[src/rtl/monitor_rango_consecutivo_if.sv]
// Sample/flag input bundle and statistics/alarm outputs of the
// consecutive-outside-range monitor.
interface monitor_rango_consecutivo_if #(
    parameter int unsigned CNT_W = 8
);
    logic             muestra_valida;
    logic [4:0]       muestra;
    logic             dentro;
    logic             borrar;
    logic [CNT_W-1:0] cuenta_dentro;
    logic [CNT_W-1:0] cuenta_fuera;
    logic [3:0]       racha_fuera;
    logic [1:0]       estado;
    logic             alarma;
    logic [4:0]       minimo;
    logic [4:0]       maximo;
    logic             hay_datos;

    // Producer side: presents samples, observes the statistics.
    modport master (
        output muestra_valida, muestra, dentro, borrar,
        input  cuenta_dentro, cuenta_fuera, racha_fuera, estado, alarma,
               minimo, maximo, hay_datos
    );

    // Monitor side.
    modport slave (
        input  muestra_valida, muestra, dentro, borrar,
        output cuenta_dentro, cuenta_fuera, racha_fuera, estado, alarma,
               minimo, maximo, hay_datos
    );
endinterface

[src/rtl/monitor_rango_consecutivo.sv]
// Consumes range-checker results: saturating inside/outside counts, signed
// min/max tracking, and a NORMAL/ADVERTENCIA/ALARMA FSM on outside runs.
module monitor_rango_consecutivo #(
    parameter int unsigned CNT_W         = 8,
    parameter int unsigned UMBRAL_ADV    = 3,
    parameter int unsigned UMBRAL_ALARMA = 6
) (
    input  logic                          clk,
    input  logic                          reset,
    monitor_rango_consecutivo_if.slave    bus
);

    localparam logic [1:0]       EST_NORMAL = 2'b00;
    localparam logic [1:0]       EST_ADV    = 2'b01;
    localparam logic [1:0]       EST_ALARMA = 2'b10;
    localparam logic [3:0]       RACHA_ADV  = 4'(UMBRAL_ADV);
    localparam logic [3:0]       RACHA_MAX  = 4'(UMBRAL_ALARMA);
    localparam logic [CNT_W-1:0] CNT_MAX    = {CNT_W{1'b1}};
    localparam logic [4:0]       MIN_INI    = 5'b01111;
    localparam logic [4:0]       MAX_INI    = 5'b10000;

    logic [CNT_W-1:0] r_cuenta_dentro;
    logic [CNT_W-1:0] r_cuenta_fuera;
    logic [3:0]       r_racha;
    logic [1:0]       r_estado;
    logic             r_alarma;
    logic [4:0]       r_minimo;
    logic [4:0]       r_maximo;
    logic             r_hay_datos;

    logic             w_acepta;
    logic [3:0]       w_racha_next;
    logic [1:0]       w_estado_next;
    logic             w_alarma_next;
    logic             w_menor;
    logic             w_mayor;

    // A sample arriving together with borrar is discarded.
    assign w_acepta = bus.muestra_valida & ~bus.borrar;
    assign w_menor  = $signed(bus.muestra) < $signed(r_minimo);
    assign w_mayor  = $signed(bus.muestra) > $signed(r_maximo);

    // Run length the current sample would produce, saturating at the alarm threshold.
    always_comb begin
        w_racha_next = r_racha;
        if (bus.dentro) begin
            w_racha_next = 4'd0;
        end else if (r_racha >= RACHA_MAX) begin
            w_racha_next = RACHA_MAX;
        end else begin
            w_racha_next = r_racha + 4'd1;
        end
    end

    // FSM state register
    always_ff @(posedge clk) begin
        if (reset) begin
            r_estado <= EST_NORMAL;
        end else begin
            r_estado <= w_estado_next;
        end
    end

    // FSM next state; ALARMA is sticky until borrar/reset, code 11 recovers.
    always_comb begin
        w_estado_next = r_estado;
        if (bus.borrar) begin
            w_estado_next = EST_NORMAL;
        end else begin
            case (r_estado)
                EST_NORMAL: begin
                    if (w_acepta) begin
                        if (w_racha_next >= RACHA_MAX) begin
                            w_estado_next = EST_ALARMA;
                        end else if (w_racha_next >= RACHA_ADV) begin
                            w_estado_next = EST_ADV;
                        end
                    end
                end
                EST_ADV: begin
                    if (w_acepta) begin
                        if (w_racha_next >= RACHA_MAX) begin
                            w_estado_next = EST_ALARMA;
                        end else if (bus.dentro) begin
                            w_estado_next = EST_NORMAL;
                        end
                    end
                end
                EST_ALARMA: begin
                    w_estado_next = EST_ALARMA;
                end
                default: begin
                    w_estado_next = EST_NORMAL;
                end
            endcase
        end
    end

    // FSM output decode, registered alongside the state.
    always_comb begin
        w_alarma_next = 1'b0;
        if (w_estado_next == EST_ALARMA) begin
            w_alarma_next = 1'b1;
        end
    end

    always_ff @(posedge clk) begin
        if (reset) begin
            r_alarma <= 1'b0;
        end else begin
            r_alarma <= w_alarma_next;
        end
    end

    // Counters, run length and signed extremes.
    always_ff @(posedge clk) begin
        if (reset || bus.borrar) begin
            r_cuenta_dentro <= '0;
            r_cuenta_fuera  <= '0;
            r_racha         <= 4'd0;
            r_minimo        <= MIN_INI;
            r_maximo        <= MAX_INI;
            r_hay_datos     <= 1'b0;
        end else if (bus.muestra_valida) begin
            if (bus.dentro) begin
                if (r_cuenta_dentro != CNT_MAX) begin
                    r_cuenta_dentro <= r_cuenta_dentro + CNT_W'(1);
                end
            end else begin
                if (r_cuenta_fuera != CNT_MAX) begin
                    r_cuenta_fuera <= r_cuenta_fuera + CNT_W'(1);
                end
            end
            r_racha <= w_racha_next;
            if (w_menor || !r_hay_datos) begin
                r_minimo <= bus.muestra;
            end
            if (w_mayor || !r_hay_datos) begin
                r_maximo <= bus.muestra;
            end
            r_hay_datos <= 1'b1;
        end
    end

    assign bus.cuenta_dentro = r_cuenta_dentro;
    assign bus.cuenta_fuera  = r_cuenta_fuera;
    assign bus.racha_fuera   = r_racha;
    assign bus.estado        = r_estado;
    assign bus.alarma        = r_alarma;
    assign bus.minimo        = r_minimo;
    assign bus.maximo        = r_maximo;
    assign bus.hay_datos     = r_hay_datos;

endmodule

[src/flat_wrapper.sv]
// flat-port wrapper written by rule: the top's interface ports become plain ports
module monitor_rango_consecutivo_flat 
#(
    parameter int unsigned CNT_W         = 8,
    parameter int unsigned UMBRAL_ADV    = 3,
    parameter int unsigned UMBRAL_ALARMA = 6
)
  (clk, reset, bus_muestra_valida, bus_muestra, bus_dentro, bus_borrar, bus_cuenta_dentro, bus_cuenta_fuera, bus_racha_fuera, bus_estado, bus_alarma, bus_minimo, bus_maximo, bus_hay_datos);
  monitor_rango_consecutivo_if #(.CNT_W(CNT_W)) bus_i ();
  input  logic clk;
  input  logic reset;
  input wire logic [$bits(bus_i.muestra_valida)-1:0] bus_muestra_valida;
  input wire logic [$bits(bus_i.muestra)-1:0] bus_muestra;
  input wire logic [$bits(bus_i.dentro)-1:0] bus_dentro;
  input wire logic [$bits(bus_i.borrar)-1:0] bus_borrar;
  output wire logic [$bits(bus_i.cuenta_dentro)-1:0] bus_cuenta_dentro;
  output wire logic [$bits(bus_i.cuenta_fuera)-1:0] bus_cuenta_fuera;
  output wire logic [$bits(bus_i.racha_fuera)-1:0] bus_racha_fuera;
  output wire logic [$bits(bus_i.estado)-1:0] bus_estado;
  output wire logic [$bits(bus_i.alarma)-1:0] bus_alarma;
  output wire logic [$bits(bus_i.minimo)-1:0] bus_minimo;
  output wire logic [$bits(bus_i.maximo)-1:0] bus_maximo;
  output wire logic [$bits(bus_i.hay_datos)-1:0] bus_hay_datos;
  assign bus_i.muestra_valida = bus_muestra_valida;
  assign bus_i.muestra = bus_muestra;
  assign bus_i.dentro = bus_dentro;
  assign bus_i.borrar = bus_borrar;
  assign bus_cuenta_dentro = bus_i.cuenta_dentro;
  assign bus_cuenta_fuera = bus_i.cuenta_fuera;
  assign bus_racha_fuera = bus_i.racha_fuera;
  assign bus_estado = bus_i.estado;
  assign bus_alarma = bus_i.alarma;
  assign bus_minimo = bus_i.minimo;
  assign bus_maximo = bus_i.maximo;
  assign bus_hay_datos = bus_i.hay_datos;
  monitor_rango_consecutivo #(.CNT_W(CNT_W), .UMBRAL_ADV(UMBRAL_ADV), .UMBRAL_ALARMA(UMBRAL_ALARMA)) u_core (.clk(clk), .reset(reset), .bus(bus_i));
endmodule
[config.mk]
export PLATFORM = sky130hd
export DESIGN_NAME = monitor_rango_consecutivo_flat
export DESIGN_NICKNAME = d
export VERILOG_FILES = /design/src/rtl/monitor_rango_consecutivo_if.sv /design/src/rtl/monitor_rango_consecutivo.sv /design/src/flat_wrapper.sv
export SDC_FILE = /design/constraint.sdc
export NUM_CORES = 1
export LEC_CHECK = 0
export BUFFER_PORTS_ARGS = -buffer_cell sky130_fd_sc_hd__buf_2
export CAP_MARGIN = 30
export CORE_ASPECT_RATIO = 0.75
export CORE_MARGIN = 5
export CORE_UTILIZATION = 53
export CTS_CLUSTER_DIAMETER = 100
export DETAILED_ROUTE_END_ITERATION = 8
export PLACE_DENSITY = 0.86
export SLEW_MARGIN = 20
export SYNTH_ARGS = -nofsm -noshare
export SYNTH_HDL_FRONTEND = slang
export SYNTH_SLANG_ARGS = --single-unit
[constraint.sdc]
create_clock -name clk -period 1.7 [get_ports clk]
set_input_delay 0.085 -clock clk [delete_from_list [all_inputs] [get_ports clk]]
set_output_delay 0.085 -clock clk [all_outputs]
set_load 0.02 [all_outputs]
==> results.tsv <==
stage	metric	value	unit
outcome	status	finished clean	
route	wl	4210	um
critical_path	timing.rr.start	u_core.bus.racha_fuera[0]	
synthesis	synth_nets	231	
critical_path	worstSetupStartpointType	register	
cts	ctsRootBufferMaster	clkbuf_8	
cts	cts.reportedPaths.clkPinSlew	0.07	ns
placed_design	dp_hpwl	2980	um
cts	htreeDepth	2	
cts	cts_tree	built	
floorplanning	placeableCoreArea	0.00329	mm2
grt	gr-total-overflow	0	
critical_path	cp.arrival	1.86	ns
synthesis	synth_warnings	0	
grt	track_usage	0.186	
route	ant_nets	0	
sta	final-hold-violation-count	0	
run	maxCapViolations	0	
pwr	p_per_area	855	mW/mm2
synthesis	syn_area_per_cell	8.70	um2
sta	finalCriticalPeriod	1.62	ns
synthesis	synth.ff_latch_count	34	
route	drtIter0Drc	141	
layout	ff_latch_area	688	um2
hold_path	hp-class	in2reg	
layout	n_antenna_cell	0	
sta	finalMaxSlewViolations	0	
hold_path	min_from	bus_muestra[0]	
synthesis	synth_top_cell_by_area	dfxtp_1	
sta	fmax	0.616	GHz
pwr	p_leak	1.07	nW
critical_path	reg2reg_depth	6	
placed_design	numPortBuffers	43	
cts	clk_latency	0.29	ns
synthesis	netlist_area	0.00181	mm2
grt	grt_antenna_before_repair	0	
sta	worstMarginPinSlew	0.379	ns
synthesis	synth_cells	208	
pwr	ir_drop	0.544	mV
route	firstDrtPassIters	5	
critical_path	crit_type	reg2reg	
synthesis	yosysSeqAreaShare	0.376	
critical_path	reg2reg_slack	0.08	ns
route	vias_per_cell	5.50	
layout	multi_input_area	0.00106	mm2
critical_path	crit_path_end_kind	register	
floorplanning	dieWidth	77.5	um
cts	cts_sinks	34	
synthesis	ys_async_sr_fraction	0	
layout	drive_gt1_frac	0.291	
synthesis	synth_area_leaders	dfxtp_1 38%, ha_1 9.0%, mux2i_1 7.2%	
hold_path	min_to	u_core.bus.maximo[0]	
critical_path	r2r_end	u_core.bus.estado[0]	
layout	layout.nets	280	
floorplanning	rows	18	
synthesis	synth-edff-count	0	
synthesis	yosysTopAreaCellShare	0.376	
cts	clockBufferDepth	2	
layout	synthToLayoutAreaGrowth	24.7	%
floorplanning	die_area	0.00470	mm2
cts	numCtsBuffers	5	
placed_design	dp_slack	0.0128	ns
floorplanning	ios	44	
sta	timing.slew.headroom	0.747	
route	num_vias	1639	
floorplanning	initial_core_util	0.551	
route	drc	0	
grt	grt_pass1_wl	6810	um
sta	final.setup_skew	0.00654	ns
synthesis	synth_cell_types	45	
sta	layout_setup_ws	0.0764	ns
placed_design	place_area	0.00207	mm2
layout	finish.instance_area	0.00226	mm2
layout	fillers	252	
critical_path	worstPathRequired	1.94	ns
synthesis	synthFlopType	dfxtp_1	
hold_path	min_path_cells	3	
sta	setup_viol	0	
critical_path	cp_max_fo	4	
grt	grt_max_degree	30	
route	wire_per_inst	14.1	um
synthesis	ys_top_cells_by_count	34 x dfxtp_1, 28 x nor2_1, 16 x nand2_1	
placed_design	gp_congestion	0.783	
sta	finalCritPeriodShare	0.955	
grt	grt_pass1_vias	1454	
floorplanning	dieHeight	60.6	um
synthesis	yosysMostFrequentCell	dfxtp_1	
metrics by stage:
step	hold slack, ns	power, mW	TNS (ns)	cells	util
2_1_floorplan	0.224	0.964	0	208	-
4_1_cts	0.0555	1.94	0	295	0.673
3_3_place_gp	0.369	1.01	0	287	0.630
6_report	0.0700	1.93	0	298	0.686
5_1_grt	0.0766	2.01	-0.0332	298	0.686
3_5_place_dp	0.372	1.02	0	287	0.630
layer usage:
metal  track usage  part of all wire
met1         0.250              0.48
met2         0.278              0.45
met3        0.0668             0.060
met4        0.0662             0.011
met5             0                 0
logic make-up after synthesis:
| logic type | count (synthesis) | share of synthesized area |
|---|---|---|
| AOI/OAI and AO/OA | 35 | 0.152 |
| xor gates and xnor gates | 6 | 0.0290 |
| adders and majority gates | 13 | 0.0898 |
| buffers and inverters | 22 | 0.0491 |
| DFF | 34 | 0.376 |
| muxes | 13 | 0.0719 |
| and+or+nand+nor | 85 | 0.232 |
where the power goes:
part	total, mW	switching (mW)	internal, mW	leakage, nW
Sequential	0.822	0.0127	0.810	0.277
Combinational	0.187	0.112	0.0750	0.724
Clock	0.919	0.294	0.625	0.0714
Total	1.93	0.419	1.51	1.07
worst max-delay path: stages (launching register included):
cell	delay, ns
dfxtp_4	0.36
inv_1	0.04
ha_2	0.18
o21a_1	0.21
or3b_4	0.40
a31oi_4	0.21
o211a_1	0.16
layout by cell type, fill, tap and decap left out, types with 2 or more instances in the layout:
cell	netlist	layout
clkbuf_8	0	6
bufinv_16	0	2
ha_1	13	11
dfxtp_1	34	30
nand4_1	5	5
xnor2_1	2	2
o211ai_1	3	3
nor2_1	28	28
mux2i_1	13	13
nand2b_1	2	2
a211oi_1	4	4
and3_1	3	3
nand2_1	16	16
o211a_1	4	3
inv_1	14	13
xor2_1	4	4
or3_1	3	3
buf_2	2	43
nand3_1	9	9
dfxtp_2	0	3
a21oi_1	5	5
nor3_1	9	9
o21a_1	2	2
buf_4	1	7
o21ai_0	6	6
cell type report:
cell class | instances | share of cell area
flip-flops and latches | 34 | 0.305
well taps | 40 | 0.0222
inverters | 14 | 0.0233
multi-input cells | 152 | 0.468
repair buffers | 50 | 0.119
clock buffers | 6 | 0.0366
clock inverters | 2 | 0.0266
worst max-delay path by stage:
stage | slack, ns | start | depth (start not counted) | to
6_report | 0.08 | u_core.bus.racha_fuera[0] | 6 | u_core.bus.estado[0]
5_1_grt | -0.01 | u_core.bus.maximo[1] | 6 | u_core.bus.maximo[2]
4_1_cts | 0.02 | u_core.bus.maximo[1] | 6 | u_core.bus.maximo[1]
3_5_place_dp | 0.01 | u_core.bus.maximo[1] | 6 | u_core.bus.maximo[1]
3_3_place_gp | 0.11 | u_core.bus.racha_fuera[0] | 6 | u_core.bus.estado[0]
2_1_floorplan | 0.01 | u_core.bus.minimo[2] | 7 | u_core.bus.minimo[0]
flip-flops by register name, indices dropped and copies added (netlist names):
| signal | count |
|---|---|
| u_core.bus.alarma | 1 |
| u_core.bus.cuenta_dentro | 8 |
| u_core.bus.cuenta_fuera | 8 |
| u_core.bus.estado | 2 |
| u_core.bus.hay_datos | 1 |
| u_core.bus.maximo | 5 |
| u_core.bus.minimo | 5 |
| u_core.bus.racha_fuera | 4 |
repair_timing:
item	in CTS	in global routing
setup buffers	0	3
endpoints found under the setup margin	1	12
gates resized for setup	1	7
hold buffers	0	0
pin swaps	0	6
Note: power is estimated with default switching activity, not from simulation.
